--- config.mk ---
export PLATFORM = sky130hd
export DESIGN_NAME = mipi_csi_rx_packet_decoder_8b2lane_flat
export DESIGN_NICKNAME = d
export VERILOG_FILES = /design/src/rtl/mipi_csi_rx_packet_decoder_8b2lane_if.sv /design/src/rtl/mipi_csi_rx_packet_decoder_8b2lane.sv /design/src/flat_wrapper.sv
export SDC_FILE = /design/constraint.sdc
export NUM_CORES = 1
export LEC_CHECK = 0
export ABC_AREA = 1
export CAP_MARGIN = 20
export CORE_UTILIZATION = 54
export DETAILED_ROUTE_END_ITERATION = 8
export GPL_ROUTABILITY_DRIVEN = 0
export MAX_ROUTING_LAYER = met4
export PLACE_DENSITY = 0.8
export SYNTH_ARGS = -nofsm -noshare
export SYNTH_HDL_FRONTEND = slang
export SYNTH_SLANG_ARGS = --single-unit
--- constraint.sdc ---
create_clock -name clk_i -period 2.89 [get_ports clk_i]
set_clock_uncertainty 0.15 [all_clocks]
set_input_delay 0.867 -clock clk_i [delete_from_list [all_inputs] [get_ports clk_i]]
set_output_delay 0.867 -clock clk_i [all_outputs]
set_load 0.005 [all_outputs]
--- src/rtl/mipi_csi_rx_packet_decoder_8b2lane_if.sv ---
// Byte-stream input and decoded payload/header outputs of the 2-lane CSI-2 packet decoder.
interface mipi_csi_rx_packet_decoder_8b2lane_if;
    logic        data_valid_i;
    logic [15:0] data_i;
    logic        output_valid_o;
    logic [15:0] data_o;
    logic [15:0] packet_length_o;
    logic [2:0]  packet_type_o;

    modport master (
        output data_valid_i,
        output data_i,
        input  output_valid_o,
        input  data_o,
        input  packet_length_o,
        input  packet_type_o
    );

    modport slave (
        input  data_valid_i,
        input  data_i,
        output output_valid_o,
        output data_o,
        output packet_length_o,
        output packet_type_o
    );
endinterface

--- src/rtl/mipi_csi_rx_packet_decoder_8b2lane.sv ---
// MIPI CSI-2 RX long-packet decoder for a 2-lane, byte-aligned stream: strips header/CRC, forwards payload.
// Optional macro MIPI_CSI_RX_VC_FILTER_EN: only virtual channel 0 headers are accepted.
module mipi_csi_rx_packet_decoder_8b2lane (
    input  logic                                 clk_i,
    input  logic                                 reset_i,
    mipi_csi_rx_packet_decoder_8b2lane_if.slave  bus
);

    localparam int unsigned WORD_W = 16;
    localparam int unsigned BYTE_W = 8;
    localparam int unsigned DT_W   = 6;
    localparam int unsigned TYPE_W = 3;

    localparam logic [WORD_W-1:0] SYNC_WORD = 16'hB8B8;
    localparam logic [WORD_W-1:0] BYTES_PER_WORD = 16'd2;

    typedef enum logic [2:0] {
        IDLE     = 3'd0,
        HDR0     = 3'd1,
        HDR1     = 3'd2,
        PAYLOAD  = 3'd3,
        WAIT_END = 3'd4
    } state_t;

    state_t              state_q;
    logic [DT_W-1:0]     dt_q;
    logic [BYTE_W-1:0]   wc_lo_q;
    logic [WORD_W-1:0]   remaining_q;
    logic                output_valid_q;
    logic [WORD_W-1:0]   data_q;
    logic [WORD_W-1:0]   packet_length_q;
    logic [TYPE_W-1:0]   packet_type_q;
`ifdef MIPI_CSI_RX_VC_FILTER_EN
    logic [1:0]          vc_q;
`endif

    logic [TYPE_W-1:0]   type_code_c;
    logic [WORD_W-1:0]   hdr_wc_c;
    logic                hdr_ok_c;

    // Header decode: map data type to output code and judge whether the packet is forwarded.
    always_comb begin
        type_code_c = '0;
        case (dt_q)
            6'h2A:   type_code_c = TYPE_W'(1);
            6'h2B:   type_code_c = TYPE_W'(2);
            6'h2C:   type_code_c = TYPE_W'(3);
            6'h2D:   type_code_c = TYPE_W'(4);
            6'h1E:   type_code_c = TYPE_W'(5);
            default: type_code_c = '0;
        endcase
        hdr_wc_c = {bus.data_i[BYTE_W-1:0], wc_lo_q};
        hdr_ok_c = (type_code_c != '0) && (hdr_wc_c != '0);
`ifdef MIPI_CSI_RX_VC_FILTER_EN
        if (vc_q != 2'b00) begin
            hdr_ok_c = 1'b0;
        end
`endif
    end

    // Packet state machine with registered outputs; dropping data_valid_i always returns to IDLE.
    always_ff @(posedge clk_i or posedge reset_i) begin
        if (reset_i) begin
            state_q         <= IDLE;
            dt_q            <= '0;
            wc_lo_q         <= '0;
            remaining_q     <= '0;
            output_valid_q  <= 1'b0;
            data_q          <= '0;
            packet_length_q <= '0;
            packet_type_q   <= '0;
`ifdef MIPI_CSI_RX_VC_FILTER_EN
            vc_q            <= '0;
`endif
        end else begin
            output_valid_q <= 1'b0;
            if (!bus.data_valid_i) begin
                state_q <= IDLE;
            end else begin
                case (state_q)
                    IDLE: begin
                        state_q <= (bus.data_i == SYNC_WORD) ? HDR0 : WAIT_END;
                    end
                    HDR0: begin
                        dt_q    <= bus.data_i[DT_W-1:0];
                        wc_lo_q <= bus.data_i[WORD_W-1:BYTE_W];
`ifdef MIPI_CSI_RX_VC_FILTER_EN
                        vc_q    <= bus.data_i[BYTE_W-1:DT_W];
`endif
                        state_q <= HDR1;
                    end
                    HDR1: begin
                        // Upper lane byte is the header ECC; it is intentionally not checked.
                        if (hdr_ok_c) begin
                            packet_length_q <= hdr_wc_c;
                            packet_type_q   <= type_code_c;
                            remaining_q     <= hdr_wc_c;
                            state_q         <= PAYLOAD;
                        end else begin
                            state_q <= WAIT_END;
                        end
                    end
                    PAYLOAD: begin
                        data_q         <= bus.data_i;
                        output_valid_q <= 1'b1;
                        if (remaining_q <= BYTES_PER_WORD) begin
                            remaining_q <= '0;
                            state_q     <= WAIT_END;
                        end else begin
                            remaining_q <= remaining_q - BYTES_PER_WORD;
                        end
                    end
                    WAIT_END: begin
                        state_q <= WAIT_END;
                    end
                    default: begin
                        state_q <= IDLE;
                    end
                endcase
            end
        end
    end

    assign bus.output_valid_o  = output_valid_q;
    assign bus.data_o          = data_q;
    assign bus.packet_length_o = packet_length_q;
    assign bus.packet_type_o   = packet_type_q;

endmodule

--- src/flat_wrapper.sv ---
// flat-port wrapper written by rule: the top's interface ports become plain ports
module mipi_csi_rx_packet_decoder_8b2lane_flat 
  (clk_i, reset_i, bus_data_valid_i, bus_data_i, bus_output_valid_o, bus_data_o, bus_packet_length_o, bus_packet_type_o);
  mipi_csi_rx_packet_decoder_8b2lane_if bus_i ();
  input  logic clk_i;
  input  logic reset_i;
  input wire logic [$bits(bus_i.data_valid_i)-1:0] bus_data_valid_i;
  input wire logic [$bits(bus_i.data_i)-1:0] bus_data_i;
  output wire logic [$bits(bus_i.output_valid_o)-1:0] bus_output_valid_o;
  output wire logic [$bits(bus_i.data_o)-1:0] bus_data_o;
  output wire logic [$bits(bus_i.packet_length_o)-1:0] bus_packet_length_o;
  output wire logic [$bits(bus_i.packet_type_o)-1:0] bus_packet_type_o;
  assign bus_i.data_valid_i = bus_data_valid_i;
  assign bus_i.data_i = bus_data_i;
  assign bus_output_valid_o = bus_i.output_valid_o;
  assign bus_data_o = bus_i.data_o;
  assign bus_packet_length_o = bus_i.packet_length_o;
  assign bus_packet_type_o = bus_i.packet_type_o;
  mipi_csi_rx_packet_decoder_8b2lane u_core (.clk_i(clk_i), .reset_i(reset_i), .bus(bus_i));
endmodule
==> key figures <==
Routing
  • Total wire length: 8830 microns
  • DR WL/cell: 15.2 microns
  • Vias per inst: 5.44
  • Initial DRC count: 338
  • DRT Pass-1 Iters: 5
  • Via Count: 3166
  • Post-route ant nets: 0
  • # DRC: 0

Synth
  • Synth Net Count: 461
  • Top-count cell post-synth: nand2_1
  • Synth top cells by count: 156 x nand2_1, 69 x dfrtp_1, 35 x inv_1, 35 x o21ai_0, 32 x nor2_1
  • Leading area contributor after synthesis: dfrtp_1
  • Netlist cell types: 38
  • Top-area cell type share of the netlist area: 48.3%
  • Mapped Area: 3570 sq um
  • FFs w/ async S/R, synth: 100%
  • Synth Flop Type: dfrtp_1
  • YS warnings: 0
  • Number of synthesized register bits: 69
  • Largest cells by area after synthesis: dfrtp_1 48%, nand2_1 16%, o21ai_0 4.9%, inv_1 3.7%, nor2_1 3.4%
  • Sequential area share after synthesis: 48.3%
  • Post-synth EDFFs: 0
  • Syn_area_per_cell: 8.10 sq um
  • Synth Instances: 441

Clocking
  • CTS sink count: 69
  • Post-CTS Resized: 0
  • CTS H-tree lvls: 3
  • Clk_lat worst skew: 350 ps
  • Clk slew on worst S/H paths: 80 ps
  • CTS tree: yes
  • CTS Buf Count: 9
  • Clock tree buffer depth: 2
  • Cts hold-fix bufs: 0
  • Clk root buf: clkbuf_8
  • Setup bufs post-CTS: 0

Timing
  • Slew @ Worst Pin: 471 ps
  • Slew margin rel.: 68.6%
  • Min Tclk post-route: 2400 ps
  • Max Freq: 416 MHz
  • Setup_tns: 0 ps
  • Final Cycle Share: 83.1%
  • Max-slew violation count: 0
  • RSZ-0062 raised after global routing: no
  • Final setup viols: 0
  • Final Hold Fails: 0

Place
  • DP HPWL: 6280 microns
  • Placed insts: 566
  • IO Port Bufs: 54

Floorplan
  • Initial core utilization: 56.0%
  • Core outline area: 6390 sq um
  • Die area: 6950 sq um
  • Die Y: 83.3 microns
  • IO Pins: 55
  • # rows: 29
  • Die width: 83.3 microns

Global route
  • First-pass GRT wire length: 14800 microns
  • Maximum number of pins on one net before global-route repair: 70
  • Initial antenna violation count: 0
  • Grt ovf: 0
  • Total GRT Usage: 28.2%
  • Vias in the first global route: 3070

Critical path
  • Slowest cell on the critical path: clkdlybuf4s50_1
  • R2R Setup Slk: 880 ps
  • CP delay by family, top: simple AND/OR/NAND/NOR gates
  • Slowest stage delay, CP: 440 ps
  • Worst Setup End Kind: register
  • CP max FO: 18
  • Crit path required time: 3010 ps
  • Arrival time at the worst endpoint: 2520 ps
  • Worst R2R End: u_core.remaining_q[0]
  • Crit path buf inv count: 2
  • Cells along the critical path: clkdlybuf4s50_1 -> inv_1 -> nand2_1 -> nor3_1 -> nand3b_2 -> nand2_4 -> nand2_8 -> nand2_8 -> nand2_1 -> o21ai_0
  • Critical path class: primary input to register
  • Reg2reg path depth: 10
  • Crit start category: primary input
  • Critical R2R Launch: u_core.remaining_q[4]

Hold path
  • Min-delay src: u_core.bus.packet_type_o[1]
  • WHS Endpoint: u_core.bus.packet_type_o[1]
  • Hold Path Depth: 2
  • Worst Hold Class: register to register

Final layout
  • # diodes: 0
  • Final Util: 69.0%
  • Post-layout net count: 520
  • Synth-to-layout area growth: 23.3%
  • Layout cells sized above 1: 12.9%
  • Non-Filler Instances: 582

Pwr
  • Worst-case vdd ir drop: 0.327 mV
  • Pwr Density: 499 nW/um^2
  • Lkg Pwr: 2.14 nW

Run
  • Maximum capacitance violations: 0

Outcome
  • Status: finished clean
==> sequential cells by signal, indices dropped and copies added, names as in the netlist <==
register and count:
u_core.bus.packet_length_o 16, u_core.bus.data_o 16, u_core.remaining_q 16, u_core.wc_lo_q 8, u_core.bus.output_valid_o 1, u_core.bus.packet_type_o 3
u_core.state_q 3, u_core.dt_q 6
==> power breakdown <==
group	internal, mW	switching (mW)
Clock	0.511	0.376
Combinational	0.117	0.143
Sequential	1.01	0.0436
Total	1.63	0.562
==> kinds of logic after synthesis <==
group	after synthesis	synth area share [%]
DFF	69	48.3
xor gates and xnor gates	8	1.96
and+or+nand+nor	250	32.8
AOI/OAI and AO/OA	59	9.24
adders and majority gates	1	0.350
buffers and inverters	54	7.32
==> placed cells by master, fill, tap and decap left out, types with 3 or more instances in the layout <==
cell type        synthesis  layout
nor2_4                   3       3
nand4_1                  7       7
buf_4                    1       5
clkdlybuf4s50_1          0      54
nand2_4                  3       3
nand2_1                156     156
inv_2                    6       7
nand2_2                  5       5
dfrtp_1                 69      69
o21ai_1                 11      11
nor2_2                   9       9
o21ai_2                  7       7
o21ai_0                 35      35
nor2_1                  32      32
inv_1                   35      34
nand3_1                 21      21
clkbuf_8                 0      10
xnor2_1                  6       6
==> routing by layer <==
metal,global-route usage (%),wire [microns],vias to the layer above
li1,-,-,1517
met1,37.6,3880,1488
met4,12.4,176,0
met5,-,0,-
met3,4.97,559,16
met2,42.6,4220,145
==> final cells by class <==
cell class | count | area (sq um)
sequential | 69 | 1730
clock buffer | 11 | 141
fill | 528 | 1980
tap | 77 | 96.3
clock inverter | 5 | 83.8
timing repair buffer | 61 | 618
multi-input combinational | 318 | 1590
inverter | 41 | 154
==> how the worst max path moves through the flow <==
stage / start / end / slack [ps] / depth (start not counted)
finish: bus_data_i[0] / u_core.remaining_q[14] / 490 / 10
global route: bus_data_i[0] / u_core.remaining_q[14] / 330 / 10
detailed placement: bus_data_i[0] / u_core.remaining_q[14] / 160 / 9
CTS: bus_data_i[0] / u_core.remaining_q[14] / 480 / 10
global placement: bus_data_i[0] / u_core.remaining_q[14] / 180 / 9
floorplan: reset_i / u_core.bus.data_o[0] / 130 / 1
==> tightest hold or removal path, cell delays in order, from the launching register on <==
cell	delay (ps)
dfrtp_1	350
nand2_1	50
nand2_1	40
==> per-stage QoR <==
step	power, mW	setup WS, ps	hold WS (ps)	instance area [sq um]
3_5_place_dp	1.32	160	309	4180
5_1_grt	2.28	329	347	4410
2_1_floorplan	1.20	133	303	3570
6_report	2.20	488	322	4410
4_1_cts	2.20	483	328	4410
3_3_place_gp	1.31	177	302	4180
No activity file was read; power rests on OpenSTA's default activity.
